==> src/rtl/regfile_ctrl_pkg.sv <==
// Shared constants and write-sequencer state encoding for the register-file
// write controller.
package regfile_ctrl_pkg;

    localparam int XLEN       = 32;
    localparam int REG_ADDR_W = 5;
    localparam int NUM_REGS   = 2 ** REG_ADDR_W;

    typedef enum logic [1:0] {
        IDLE   = 2'd0,
        SETUP  = 2'd1,
        STROBE = 2'd2
    } wr_state_t;

endpackage

==> src/rtl/regfile_write_ctrl_wb_arbiter.sv <==
// Writeback arbiter: combinational one-hot grant among N_REQ requesters.
// Define REGFILE_WRITE_CTRL_ROUND_ROBIN_EN for round-robin; default is fixed priority.
module wb_arbiter #(
    parameter int N_REQ = 2
) (
    input  logic             clk,
    input  logic             rst,
    input  logic [N_REQ-1:0] req_valid,
    input  logic             enable,
    output logic [N_REQ-1:0] grant
);

    logic found;
    int   idx;

`ifdef REGFILE_WRITE_CTRL_ROUND_ROBIN_EN
    localparam int PTR_W = (N_REQ > 1) ? $clog2(N_REQ) : 1;

    logic [PTR_W-1:0] rr_ptr;
    logic [PTR_W-1:0] rr_ptr_next;

    // Search starts at the pointer; the pointer only moves on an actual grant.
    always_comb begin
        grant       = '0;
        found       = 1'b0;
        idx         = 0;
        rr_ptr_next = rr_ptr;
        for (int k = 0; k < N_REQ; k++) begin
            idx = (int'(rr_ptr) + k) % N_REQ;
            if (!found && req_valid[idx]) begin
                found = 1'b1;
                if (enable) begin
                    grant[idx]  = 1'b1;
                    rr_ptr_next = (idx == N_REQ - 1) ? '0 : PTR_W'(idx + 1);
                end
            end
        end
    end

    always_ff @(posedge clk) begin
        if (rst) begin
            rr_ptr <= '0;
        end else begin
            rr_ptr <= rr_ptr_next;
        end
    end
`else
    logic unused_clk_rst;
    assign unused_clk_rst = clk ^ rst;

    always_comb begin
        grant = '0;
        found = 1'b0;
        idx   = 0;
        for (int i = 0; i < N_REQ; i++) begin
            if (!found && req_valid[i]) begin
                found    = 1'b1;
                idx      = i;
                grant[i] = enable;
            end
        end
    end
`endif

endmodule

==> src/rtl/regfile_write_ctrl.sv <==
// Register-file write-port controller: arbitration, busy scoreboard and a clean
// one-cycle write strobe. Optional macro: REGFILE_WRITE_CTRL_ROUND_ROBIN_EN.
module regfile_write_ctrl
    import regfile_ctrl_pkg::*;
#(
    parameter int N_REQ      = 2,
    parameter int XLEN       = regfile_ctrl_pkg::XLEN,
    parameter int REG_ADDR_W = regfile_ctrl_pkg::REG_ADDR_W
) (
    input  logic                        clk,
    input  logic                        rst,
    input  logic [N_REQ-1:0]            req_valid,
    input  logic [N_REQ*REG_ADDR_W-1:0] req_reg,
    input  logic [N_REQ*XLEN-1:0]       req_data,
    output logic [N_REQ-1:0]            req_ready,
    input  logic                        issue_valid,
    input  logic [REG_ADDR_W-1:0]       issue_reg,
    input  logic [REG_ADDR_W-1:0]       query_reg1,
    input  logic [REG_ADDR_W-1:0]       query_reg2,
    output logic                        query_busy1,
    output logic                        query_busy2,
    output logic [REG_ADDR_W-1:0]       write_reg,
    output logic [XLEN-1:0]             write_data,
    output logic                        write_enable,
    output logic                        sb_err,
    output logic [1:0]                  state_dbg
);

    localparam int NREG = 1 << REG_ADDR_W;

    // Handshake: requester i transfers on a clk edge where req_valid[i] && req_ready[i];
    // it must hold valid, reg and data stable until that edge.

    wr_state_t              state;
    wr_state_t              state_next;
    logic                   grant_allowed;
    logic [N_REQ-1:0]       grant;
    logic                   any_grant;
    logic [REG_ADDR_W-1:0]  win_reg;
    logic [XLEN-1:0]        win_data;
    logic [NREG-1:0]        busy;
    logic [NREG-1:0]        busy_next;
    logic                   set_en;
    logic                   clr_en;
    logic                   err_set;

    wb_arbiter #(.N_REQ(N_REQ)) u_arb (
        .clk       (clk),
        .rst       (rst),
        .req_valid (req_valid),
        .enable    (grant_allowed),
        .grant     (grant)
    );

    assign req_ready = grant;
    assign any_grant = |grant;

    always_ff @(posedge clk) begin
        if (rst) begin
            state <= IDLE;
        end else begin
            state <= state_next;
        end
    end

    always_comb begin
        state_next = state;
        case (state)
            IDLE:    state_next = any_grant ? SETUP : IDLE;
            SETUP:   state_next = STROBE;
            STROBE:  state_next = any_grant ? SETUP : IDLE;
            default: state_next = IDLE;
        endcase
    end

    always_comb begin
        grant_allowed = (state == IDLE) || (state == STROBE);
        state_dbg     = state;
    end

    always_comb begin
        win_reg  = '0;
        win_data = '0;
        for (int i = 0; i < N_REQ; i++) begin
            if (grant[i]) begin
                win_reg  = req_reg[i*REG_ADDR_W +: REG_ADDR_W];
                win_data = req_data[i*XLEN +: XLEN];
            end
        end
    end

    // Strobe is raised one cycle after the load so address/data have a full cycle of setup;
    // writes to x0 sequence normally but never produce an edge.
    always_ff @(posedge clk) begin
        if (rst) begin
            write_reg    <= '0;
            write_data   <= '0;
            write_enable <= 1'b0;
        end else begin
            if (any_grant) begin
                write_reg  <= win_reg;
                write_data <= win_data;
            end
            write_enable <= (state == SETUP) && (write_reg != '0);
        end
    end

    // Clear happens on the SETUP->STROBE edge; a same-edge issue to that register wins.
    always_comb begin
        busy_next = busy;
        set_en    = issue_valid && (issue_reg != '0);
        clr_en    = (state == SETUP);
        if (clr_en) begin
            busy_next[write_reg] = 1'b0;
        end
        if (set_en) begin
            busy_next[issue_reg] = 1'b1;
        end
        busy_next[0] = 1'b0;
        err_set = set_en && busy[issue_reg] && !(clr_en && (write_reg == issue_reg));
    end

    always_ff @(posedge clk) begin
        if (rst) begin
            busy   <= '0;
            sb_err <= 1'b0;
        end else begin
            busy <= busy_next;
            if (err_set) begin
                sb_err <= 1'b1;
            end
        end
    end

    assign query_busy1 = busy[query_reg1];
    assign query_busy2 = busy[query_reg2];

endmodule

==> config.mk <==
export PLATFORM = sky130hd
export DESIGN_NAME = regfile_write_ctrl
export DESIGN_NICKNAME = d
export VERILOG_FILES = /design/src/rtl/regfile_ctrl_pkg.sv /design/src/rtl/regfile_write_ctrl_wb_arbiter.sv /design/src/rtl/regfile_write_ctrl.sv
export SDC_FILE = /design/constraint.sdc
export NUM_CORES = 1
export LEC_CHECK = 0
export CAP_MARGIN = 20
export CELL_PAD_IN_SITES_DETAIL_PLACEMENT = 1
export CELL_PAD_IN_SITES_GLOBAL_PLACEMENT = 2
export CORE_MARGIN = 1
export CORE_UTILIZATION = 28
export CTS_CLUSTER_DIAMETER = 60
export DETAILED_ROUTE_END_ITERATION = 10
export PLACE_DENSITY_LB_ADDON = 0.12
export SLEW_MARGIN = 0
export SYNTH_ARGS = -nofsm -noshare
export SYNTH_HDL_FRONTEND = slang
export SYNTH_HIERARCHICAL = 1
export SYNTH_SLANG_ARGS = --single-unit
==> constraint.sdc <==
create_clock -name clk -period 4.8 [get_ports clk]
set_input_delay 0.72 -clock clk [delete_from_list [all_inputs] [get_ports clk]]
set_output_delay 0.72 -clock clk [all_outputs]
set_load 0.01 [all_outputs]
; After elaboration in Yosys (flattened, before gate mapping)
; Index checks and enable logic that the tools add are counted.
[word_totals]
ff_bits = 73
inputBits = 94
out_inout_bits = 45
[classes]
n_lt_le_gt_ge = 6
eq_ne = 3
mux = 21
bitwise_logic = 3
n_reduce_logical = 16
[op_table]
columns = operator, n
row1 = $mux 32, 4
row2 = $and 32x32->32, 1
row3 = $not 32->32, 1
row4 = $or 32x32->32, 1
row5 = $lt 5x6->1 const B, 4
row6 = $bmux 1 s5, 3
row7 = $demux 1 s5, 2
row8 = $ge 5x1->1 const B, 2
row9 = $mux 5, 2
row10 = $reduce_bool 5->1, 2
row11 = $mux 1, 9
row12 = $logic_and 1x1->1, 8
row13 = $eq 5x5->1, 1
row14 = $pmux 2 s2, 1
row15 = $reduce_or 2->1, 2
row16 = $eq 2x1->1 const B, 1
row17 = $eq 2x2->1 const B, 1
row18 = $logic_not 1->1, 2
row19 = $logic_not 2->1, 1
row20 = $logic_or 1x1->1, 1

; Depth between registers and ports, before layout
; Gate-level depths: netlist (run 1).
[logic_depth]
word_depth = 9
ltp_mapped = 8

; Modules after synthesis
; Netlist (run 1), hierarchy kept.
[modules_own_cells]
columns = mod, n_inst, cells_per_inst, area_each_um2, seq_area_each_um2
row1 = regfile_write_ctrl, 1, 464, 3980.1, 1441.4
row2 = wb_arbiter, 1, 2, 16.3, 0.0

; Least setup slack after synthesis (run 1)
; OpenSTA, ideal clock, no wires.
[synth_timing]
path_type = input-to-output
startpoint = in query_reg1[0]
endpoint = out query_busy1
arrival_time_ps = 2027
slack_ps = 2053
cell_stages = 4
n_path_buf = 1
cell_sequence = buf_6 mux4_1 mux4_2 o21a_1
[synth_via]
elab_chain_cells = 2
[synth_lines]
columns = item, line_no
row1 = "start, declared", regfile_write_ctrl.sv:18  ; input logic [REG_ADDR_W-1:0] query_reg1,
row2 = $bmux 1 s5, regfile_write_ctrl.sv:135  ; assign query_busy1 = busy[query_reg1];
row3 = $mux 1 (implied by the code), regfile_write_ctrl.sv:135
row4 = "end, declared", regfile_write_ctrl.sv:20  ; output logic query_busy1,
; Every way passes these cells. The select of a mux whose other input is x is not followed.

; Worst setup path in the final report (run 1)
[layout_timing]
startpoint = in query_reg2[0]
endpoint = out query_busy2
[layout_via]
elab_chain_cells = 2
[layout_lines]
columns = item, line_no
row1 = "start, declared", regfile_write_ctrl.sv:19  ; input logic [REG_ADDR_W-1:0] query_reg2,
row2 = $bmux 1 s5, regfile_write_ctrl.sv:136  ; assign query_busy2 = busy[query_reg2];
row3 = $mux 1 (implied by the code), regfile_write_ctrl.sv:136
row4 = "end, declared", regfile_write_ctrl.sv:21  ; output logic query_busy2,
; Every way passes these cells. The select of a mux whose other input is x is not followed.

==> qor.csv, run 1 <==
stage;metric;value;unit
sta;rsz0062_at_grt;no;
sta;max_freq;256.7;MHz
worst_setup_path;worstSetupEndpointType;output port;
synthesis;synth_top_cell_by_area;dfxtp_1;
layout;multi_input_area;2374;um^2
layout;fin_cells;765;
sta;period_minus_slack;3.896;ns
sta;finalWorstSetupSlack;0.9043;ns
synthesis;synth-simple-area-share;16.88;%
global_routing;grt_remaining_overflow;0;
layout;fill_cells;1645;
clocking;root_buffer;clkbuf_16;
synthesis;syn-num-nets;560;
power;p_sw;451.9;uW
global_routing;grt_pass1_wl;22900;um
layout;regArea;1441;um^2
synthesis;ys_seq_area_share;36.07;%
layout;diodes;0;
worst_setup_path;cpMostUsedCell;clkdlybuf4s50_1;
worst_setup_path;critPathKind;in2out;
synthesis;synth_top_area_share;36.07;%
global_routing;grt_usage;20.85;%
floorplan;start_util;28.79;%
synthesis;synth-compound-area-share;16.06;%
drt;drt_iter0_drc;152;
flow_run;cap_violations;0;
sta;slew_violations;0;
sta;setup_viol;0;
clocking;ctsHoldBuffers;0;
worst_setup_path;arrival;3.18;ns
drt;num_vias;3919;
sta;fin_skew;0.007134;ns
sta;holdWs;0.4542;ns
clocking;insertion_delay;0.35;ns
sta;post-route-period-util;81.16;%
power;pwr-share-seq;38.0;%
sta;worst_slew_pin_slew;0.9171;ns
power;pwr-share-comb;19.3;%
layout;mostFrequentLayoutCell;clkdlybuf4s50_1;
power;p_sw_share;26.08;%
status;outcome;complete, no violations;
synthesis;synth_area;3996;um^2
floorplan;die_h;121.5;um
floorplan;die_x;121.5;um
sta;finalSetupTns;0;ns
worst_setup_path;worst-path-buf-inv;2;
synthesis;synth_cells;466;
layout;nets;674;
layout;syn2layout_area_growth;44.46;%
placement;gp_congestion;0.7826;
synthesis;synth-adder-area-share;0;%
placement;dp_cells;749;
worst_setup_path;path_max_fanout;9;
clocking;clk_pin_slew;0.06;ns
placement;post-dp-hpwl;10640;um
clocking;clock_path_buffers;2;
floorplan;row_count;43;
floorplan;dieArea;14760;um^2
drt;routed_wl;14590;um
clocking;cts-htree-levels;3;
worst_setup_path;crit_family;buffers and inverters;
synthesis;synth_top_family_by_area;multiplexers;
layout;drive_gt1_share;7.009;%
clocking;cts_resized;0;
power;power;1733;uW
sta;hold_viol;0;
sta;slew_headroom;38.67;%
floorplan;core;13880;um^2
synthesis;synthTopCellsByArea;dfxtp_1 36%, mux2i_1 11%, mux4_1 9.2%, a21oi_1 8.6%, nor2_1 7.8%;
drt;drt-pass1-iter-count;4;
worst_setup_path;cpMaxStageDelayCell;clkdlybuf4s50_1;
placement;place_ws;0.8956;ns
power;peakVddDrop;0.1690;mV
global_routing;grt_antenna_before_repair;0;
clocking;numCtsBuffers;9;
clocking;post-cts-setup-buffers;0;
drt;ant_nets;0;
synthesis;ys_warn_count;6;
clocking;clkSinkCount;72;
global_routing;grt_pass1_vias;4267;
synthesis;syn_avg_cell_area;8.576;um^2
synthesis;synth.area.mux_share;25.33;%
clocking;cts_tree;yes;
global_routing;grt_max_degree;76;
worst_setup_path;start_kind;primary input;
drt;drt-vias-per-instance;5.123;
power;p_per_area;300.1;nW/um^2
worst_setup_path;crit_path_max_incr_delay;0.72;ns
synthesis;ys_ff_latch;72;
floorplan;ios;139;
worst_setup_path;crit_chain;clkdlybuf4s50_1, mux4_1, mux4_2, o21a_1, clkdlybuf4s50_1;
layout;largest_register_ffs;32;
drt;wl_per_cell;19.07;um
power;leakagePower;0.002222;uW
drt;drc;0;
placement;io_buffers;138;
layout;final_cell_mix;137 x clkdlybuf4s50_1, 83 x nor2_1, 72 x dfxtp_1;
synthesis;synth_cell_type_count;39;
worst_setup_path;critPathRequiredTime;4.08;ns
synthesis;synth_xor_area_share;1.096;%
power;pwr-share-clk;42.7;%
power;internal-power;1281;uW
min_path;hold_path.class;reg2reg;
-- metal layers --
| layer | vias up | global-route usage, % | part of all wire (%) | wire, um |
|---|---|---|---|---|
| li1 | 1892 | - | - | - |
| met1 | 1892 | 24.53 | 44 | 6489 |
| met3 | 21 | 6.156 | 6.1 | 892 |
| met2 | 114 | 35.01 | 47 | 6890 |
| met4 | 0 | 8.796 | 2.2 | 318 |
| met5 | - | 0 | 0 | 0 |
-- power by group through the flow --
stage	combinational (uW)	sequential [uW]	clock [uW]
2_1_floorplan	158	671	0
5_1_grt	367	662	780
4_1_cts	339	658	763
3_3_place_gp	330	670	0
6_report	335	658	740
3_5_place_dp	337	671	0
-- kinds of logic (layout without fill, tap and decap cells) --
logic type,Yosys count,after routing
XOR/XNOR,5,5
AND/OR/NAND/NOR,156,156
flip-flops,72,72
multiplexers,74,74
buffers and inverters,41,160
AO/OA/AOI/OAI,118,118
-- worst paths after layout --
check,cells after the start,from,slack [ns],end
hold / removal,1,state_dbg[0],0.45,state_dbg[0]
setup reg to reg,7,state_dbg[0],2.85,write_reg[3]
setup / recovery,5,query_reg2[0],0.90,query_busy2
hold reg to reg,1,state_dbg[0],0.45,state_dbg[0]
-- synth_stat cells, drive strengths merged --
library cell / n
nand2: 44
nand4: 1
inv: 3
a31oi: 4
o21a: 2
clkbuf: 24
xor2: 4
o31a: 1
a22oi: 2
nand3: 2
nor3: 3
o221a: 1
and2: 2
and3b: 3
mux2i: 43
or3: 1
o211ai: 2
mux2: 15
nand2b: 1
xnor2: 1
dfxtp: 72
buf: 14
a21oi: 69
a22o: 2
or3b: 1
nand3b: 5
nor3b: 4
and3: 2
nor2b: 1
nor4: 3
nor2: 83
o21ai: 33
a32oi: 1
mux4: 16
a2111oi: 1
-- metrics by stage --
| step | util (%) | cell area (um^2) |
|---|---|---|
| final | 41.59 | 5773 |
| after global routing | 41.59 | 5773 |
| after CTS | 41.59 | 5773 |
| after detailed placement | 39.26 | 5450 |
| after global placement | 39.26 | 5450 |
| after floorplan | - | 3996 |
-- area by class of cell --
type / instances / share of cell area (%)
timing repair buffer: 141 / 24.23
clock inverter: 5 / 1.387
inverter: 3 / 0.1951
sequential: 72 / 24.97
multi-input combinational: 353 / 41.11
clock buffer: 11 / 4.205
tap: 180 / 3.901
Power figures use the tool's default switching activity.
==> run 2, diff against run 1 <==
--- a/config.mk
+++ b/config.mk
@@ -9,7 +9,7 @@
 export CELL_PAD_IN_SITES_DETAIL_PLACEMENT = 1
 export CELL_PAD_IN_SITES_GLOBAL_PLACEMENT = 2
 export CORE_MARGIN = 1
-export CORE_UTILIZATION = 28
+export CORE_UTILIZATION = 26
 export CTS_CLUSTER_DIAMETER = 60
 export DETAILED_ROUTE_END_ITERATION = 10
 export PLACE_DENSITY_LB_ADDON = 0.12
==> constraint.sdc (replaced) <==
create_clock -name clk -period 4.02 [get_ports clk]
set_input_delay 0.603 -clock clk [delete_from_list [all_inputs] [get_ports clk]]
set_output_delay 0.603 -clock clk [all_outputs]
set_load 0.01 [all_outputs]
==> qor.csv, run 2 (synthesis gave the netlist of run 1 again) <==
stage;metric;value;unit;change
status;outcome;complete, no violations;;
power;p_per_area;344.3;nW/um^2;+15%
worst_setup_path;cpMaxStageDelayCell;clkdlybuf4s50_1;;
floorplan;dieArea;15870;um^2;+7.6%
floorplan;start_util;27.09;%;-1.7 points
worst_setup_path;crit_chain;clkdlybuf4s50_1, mux4_1, mux4_2, o21a_1, clkdlybuf4s50_1;;
layout;fill_cells;1747;;+6.2%
clocking;clkSinkCount;72;;unchanged
sta;slew_violations;0;;unchanged
worst_setup_path;arrival;3.09;ns;-0.09 ns
layout;diodes;0;;unchanged
power;internal-power;1449;uW;+13%
worst_setup_path;worst-path-buf-inv;2;;unchanged
drt;ant_nets;0;;unchanged
global_routing;grt_pass1_vias;4187;;-1.9%
clocking;cts_tree;yes;;
placement;dp_cells;757;;+1.1%
floorplan;core;14750;um^2;+6.3%
clocking;numCtsBuffers;9;;unchanged
sta;setup_viol;0;;unchanged
placement;io_buffers;138;;unchanged
sta;hold_viol;0;;unchanged
sta;finalSetupTns;0;ns;unchanged
clocking;post-cts-setup-buffers;0;;unchanged
placement;post-dp-hpwl;10940;um;+2.8%
sta;post-route-period-util;91.88;%;
worst_setup_path;cpMostUsedCell;clkdlybuf4s50_1;;
global_routing;grt_usage;19.16;%;-1.7 points
drt;drt_iter0_drc;131;;-14%
drt;drt-pass1-iter-count;5;;+1
sta;fin_skew;0.009413;ns;+0.002279 ns
sta;worst_slew_pin_slew;0.8461;ns;-0.07098 ns
global_routing;grt_pass1_wl;23340;um;+1.9%
drt;drt-vias-per-instance;5.139;;+0.31%
power;pwr-share-clk;40.2;%;-2.5 points
floorplan;die_x;126.0;um;+3.7%
power;p_sw_share;27.11;%;+1.0 points
clocking;insertion_delay;0.34;ns;about the same
sta;period_minus_slack;3.694;ns;
layout;mostFrequentLayoutCell;clkdlybuf4s50_1;;
flow_run;cap_violations;0;;unchanged
drt;drc;0;;unchanged
power;leakagePower;0.002225;uW;+0.14%
layout;final_cell_mix;137 x clkdlybuf4s50_1, 83 x nor2_1, 72 x dfxtp_1;;
global_routing;grt_max_degree;76;;unchanged
sta;slew_headroom;43.38;%;+4.7 points
power;p_sw;538.9;uW;+19%
floorplan;ios;139;;unchanged
drt;num_vias;3967;;+1.2%
placement;gp_congestion;0.8489;;+8.5%
min_path;hold_path.class;reg2reg;;
drt;routed_wl;14750;um;+1.1%
global_routing;grt_remaining_overflow;0;;unchanged
clocking;cts_resized;0;;unchanged
layout;syn2layout_area_growth;44.46;%;unchanged
layout;final_util;39.13;%;-2.5 points
sta;rsz0062_at_grt;no;;
sta;max_freq;270.7;MHz;
worst_setup_path;path_max_fanout;9;;unchanged
clocking;clk_pin_slew;0.05;ns;about the same
worst_setup_path;crit_family;buffers and inverters;;
power;peakVddDrop;0.1894;mV;+12%
floorplan;row_count;44;;+2.3%
clocking;ctsHoldBuffers;0;;unchanged
clocking;clock_path_buffers;2;;unchanged
worst_setup_path;crit_path_max_incr_delay;0.75;ns;+0.03 ns
layout;largest_register_ffs;32;;unchanged
power;pwr-share-seq;39.5;%;+1.5 points
worst_setup_path;critPathKind;in2out;;
layout;drive_gt1_share;7.483;%;+0.47 points
layout;fin_cells;772;;+0.92%
layout;nets;678;;+0.59%
worst_setup_path;worstSetupEndpointType;output port;;
sta;holdWs;0.4468;ns;-0.007379 ns
drt;wl_per_cell;19.10;um;+0.17%
global_routing;grt_antenna_before_repair;0;;unchanged
clocking;cts-htree-levels;3;;unchanged
worst_setup_path;start_kind;primary input;;
worst_setup_path;critPathRequiredTime;3.42;ns;-0.66 ns
power;pwr-share-comb;20.3;%;+1.0 points
floorplan;die_h;126.0;um;+3.7%
clocking;root_buffer;clkbuf_16;;
-- run 2: path summary, 6_finish.rpt --
kind | startpoint | end | slack [ns] | cells past startpoint
max | query_reg2[0] | query_busy2 | 0.33 | 5
min | state_dbg[0] | state_dbg[0] | 0.45 | 1
max reg2reg | state_dbg[0] | write_data[31] | 2.17 | 7
min reg2reg | state_dbg[0] | state_dbg[0] | 0.45 | 1
-- run 2: area by class of cell --
class                      count  area (um^2)  area share [%]
multi-input combinational    353         2374           41.11
sequential                    72         1441           24.97
timing repair buffer         145         1429           24.75
tap                          184        230.2           3.988
clock buffer                  10        229.0           3.966
clock inverter                 5        58.81           1.019
inverter                       3        11.26          0.1951
-- run 2: power by group through the flow --
stage | sequential [uW] | clock, uW | combinational (uW)
2_1_floorplan | 801 | 0 | 189
3_3_place_gp | 799 | 0 | 398
3_5_place_dp | 800 | 0 | 407
4_1_cts | 785 | 828 | 409
5_1_grt | 791 | 854 | 439
6_report | 786 | 798 | 404
-- run 2: metal layers --
metal | vias to the layer above | global-route usage (%) | wire length (um)
met5 | - | 0 | 0
met4 | 0 | 6.662 | 314
met3 | 20 | 7.222 | 1238
met2 | 132 | 31.39 | 6788
met1 | 1916 | 22.94 | 6408
li1 | 1899 | - | -
-- run 2: through the flow --
stage	cell area (um^2)	power (uW)	worst slack (ns)
2_1_floorplan	3996	990.5	1.507
3_3_place_gp	5485	1197	0.3597
3_5_place_dp	5485	1207	0.3312
4_1_cts	5773	2023	0.3202
5_1_grt	5773	2084	0.2473
6_report	5773	1988	0.3263
==> run 3, diff against run 2 <==
--- a/config.mk
+++ b/config.mk
@@ -9,9 +9,10 @@
 export CELL_PAD_IN_SITES_DETAIL_PLACEMENT = 1
 export CELL_PAD_IN_SITES_GLOBAL_PLACEMENT = 2
 export CORE_MARGIN = 1
-export CORE_UTILIZATION = 26
+export CORE_UTILIZATION = 36
 export CTS_CLUSTER_DIAMETER = 60
 export DETAILED_ROUTE_END_ITERATION = 10
+export DONT_BUFFER_PORTS = 1
 export PLACE_DENSITY_LB_ADDON = 0.12
 export SLEW_MARGIN = 0
 export SYNTH_ARGS = -nofsm -noshare
==> qor.csv, run 3 (synthesis gave the netlist of run 1 again) <==
stage;metric;value;unit;change
status;outcome;complete, no violations;;
sta;fin_skew;0.01017;ns;+0.0007544 ns
placement;post-dp-hpwl;8346;um;-24%
power;p_sw;444.8;uW;-17%
min_path;hold_path.class;in2reg;;
sta;setup_viol;0;;unchanged
placement;io_buffers;0;;-100%
worst_setup_path;worstSetupEndpointType;output port;;
layout;final_util;39.39;%;+0.26 points
floorplan;start_util;36.87;%;+9.8 points
clocking;clkSinkCount;72;;unchanged
floorplan;die_h;107.4;um;-15%
sta;period_minus_slack;2.542;ns;-1.151 ns
floorplan;die_x;107.4;um;-15%
drt;drt-vias-per-instance;5.732;;+12%
sta;max_freq;393.3;MHz;+45%
sta;slew_violations;0;;unchanged
layout;largest_register_ffs;32;;unchanged
floorplan;dieArea;11530;um^2;-27%
global_routing;grt_antenna_before_repair;0;;unchanged
placement;dp_cells;570;;-25%
worst_setup_path;critPathKind;reg2out;;
worst_setup_path;path_max_fanout;4;;-5
drt;ant_nets;0;;unchanged
sta;slew_headroom;39.68;%;-3.7 points
global_routing;grt_usage;20.54;%;+1.4 points
sta;post-route-period-util;63.24;%;-29 points
power;internal-power;1268;uW;-12%
clocking;clock_path_buffers;2;;unchanged
layout;mostFrequentLayoutCell;nor2_1;;
flow_run;cap_violations;0;;unchanged
sta;worst_slew_pin_slew;0.9014;ns;+0.05531 ns
clocking;post-cts-setup-buffers;0;;unchanged
power;pwr-share-clk;42.2;%;+2.0 points
drt;drt_iter0_drc;137;;+4.6%
clocking;ctsHoldBuffers;0;;unchanged
layout;nets;535;;-21%
layout;final_cell_mix;83 x nor2_1, 72 x dfxtp_1, 69 x a21oi_1;;
global_routing;grt_pass1_wl;18110;um;-22%
drt;num_vias;3359;;-15%
worst_setup_path;critPathRequiredTime;3.42;ns;about the same
power;p_per_area;401.1;nW/um^2;+16%
clocking;cts-htree-levels;3;;unchanged
power;p_sw_share;25.97;%;-1.1 points
clocking;cts_resized;0;;unchanged
floorplan;row_count;38;;-14%
power;leakagePower;0.001668;uW;-25%
global_routing;grt_remaining_overflow;0;;unchanged
power;pwr-share-comb;10.9;%;-9.4 points
layout;diodes;0;;unchanged
layout;final_cell_area;4270;um^2;-26%
sta;hold_viol;0;;unchanged
power;peakVddDrop;0.2077;mV;+9.6%
drt;drc;0;;unchanged
layout;fin_cells;586;;-24%
worst_setup_path;arrival;1.94;ns;-1.15 ns
sta;finalSetupTns;0;ns;unchanged
layout;syn2layout_area_growth;6.857;%;
sta;rsz0062_at_grt;no;;
global_routing;grt_max_degree;72;;-5.3%
worst_setup_path;start_kind;register;;
floorplan;core;10840;um^2;-27%
drt;routed_wl;11590;um;-21%
floorplan;ios;139;;unchanged
placement;placed_area;4016;um^2;-27%
clocking;insertion_delay;0.35;ns;about the same
global_routing;grt_pass1_vias;3421;;-18%
clocking;numCtsBuffers;9;;unchanged
drt;wl_per_cell;19.77;um;+3.5%
clocking;clk_pin_slew;0.08;ns;+0.03 ns
clocking;root_buffer;clkbuf_8;;
placement;gp_congestion;0.8105;;-4.5%
clocking;cts_tree;yes;;
layout;drive_gt1_share;8.969;%;+1.5 points
drt;drt-pass1-iter-count;4;;-1
power;pwr-share-seq;46.9;%;+7.4 points
## run 3: cell types whose count changed in the layout (fill, tap and decap cells not counted)
cell	before	now
buf_2	1	0
buf_4	7	2
bufinv_16	1	3
clkbuf_1	1	0
clkbuf_16	9	0
clkbuf_8	0	10
clkdlybuf4s50_1	137	0
clkinv_2	1	0
clkinv_4	1	3
clkinvlp_4	2	0
## run 3: per-layer routing
metal	up-vias	wire (um)	GRT usage, %
li1	1614	-	-
met1	1624	5243	25.92
met2	108	5331	33.41
met3	13	855	6.114
met4	0	158	6.751
met5	-	0	0
## run 3: cell type report
| cell class | count | area [um^2] |
|---|---|---|
| clock buffer | 10 | 137.6 |
| clock inverter | 6 | 116.4 |
| fill | 1271 | 6570 |
| inverter | 3 | 11.26 |
| multi-input combinational | 353 | 2374 |
| sequential | 72 | 1441 |
| tap | 140 | 175.2 |
| timing repair buffer | 2 | 15.01 |
## run 3: worst max-delay path: stages, from the launching register on
cell and delay (ns):
dfxtp_1 0.36, mux4_1 0.53, mux4_2 0.49, o21a_1 0.22
## run 3: path summary, 6_finish.rpt
| path | from | to | slack (ns) | cells after the start |
|---|---|---|---|---|
| max | busy[25] | query_busy2 | 1.48 | 3 |
| max reg2reg | state_dbg[0] | write_data[14] | 1.80 | 7 |
| min | rst | write_data[13] | 0.33 | 1 |
| min reg2reg | busy[23] | busy[23] | 0.51 | 2 |
## run 3: power by group through the flow
stage,clock [uW],combinational [uW],sequential (uW)
after floorplan,0,189,801
after global placement,0,181,821
after detailed placement,0,188,821
after CTS,750,188,804
after global routing,779,210,809
final,723,186,804
## run 3: stage by stage
step / power, uW / hold slack, ns / setup slack, ns
final: 1713 / 0.3278 / 1.478
after global routing: 1798 / 0.2918 / 1.421
after CTS: 1743 / 0.2942 / 1.441
after detailed placement: 1008 / 0.4964 / 1.555
after global placement: 1002 / 0.4847 / 1.608
after floorplan: 990.5 / 0.4666 / 1.507
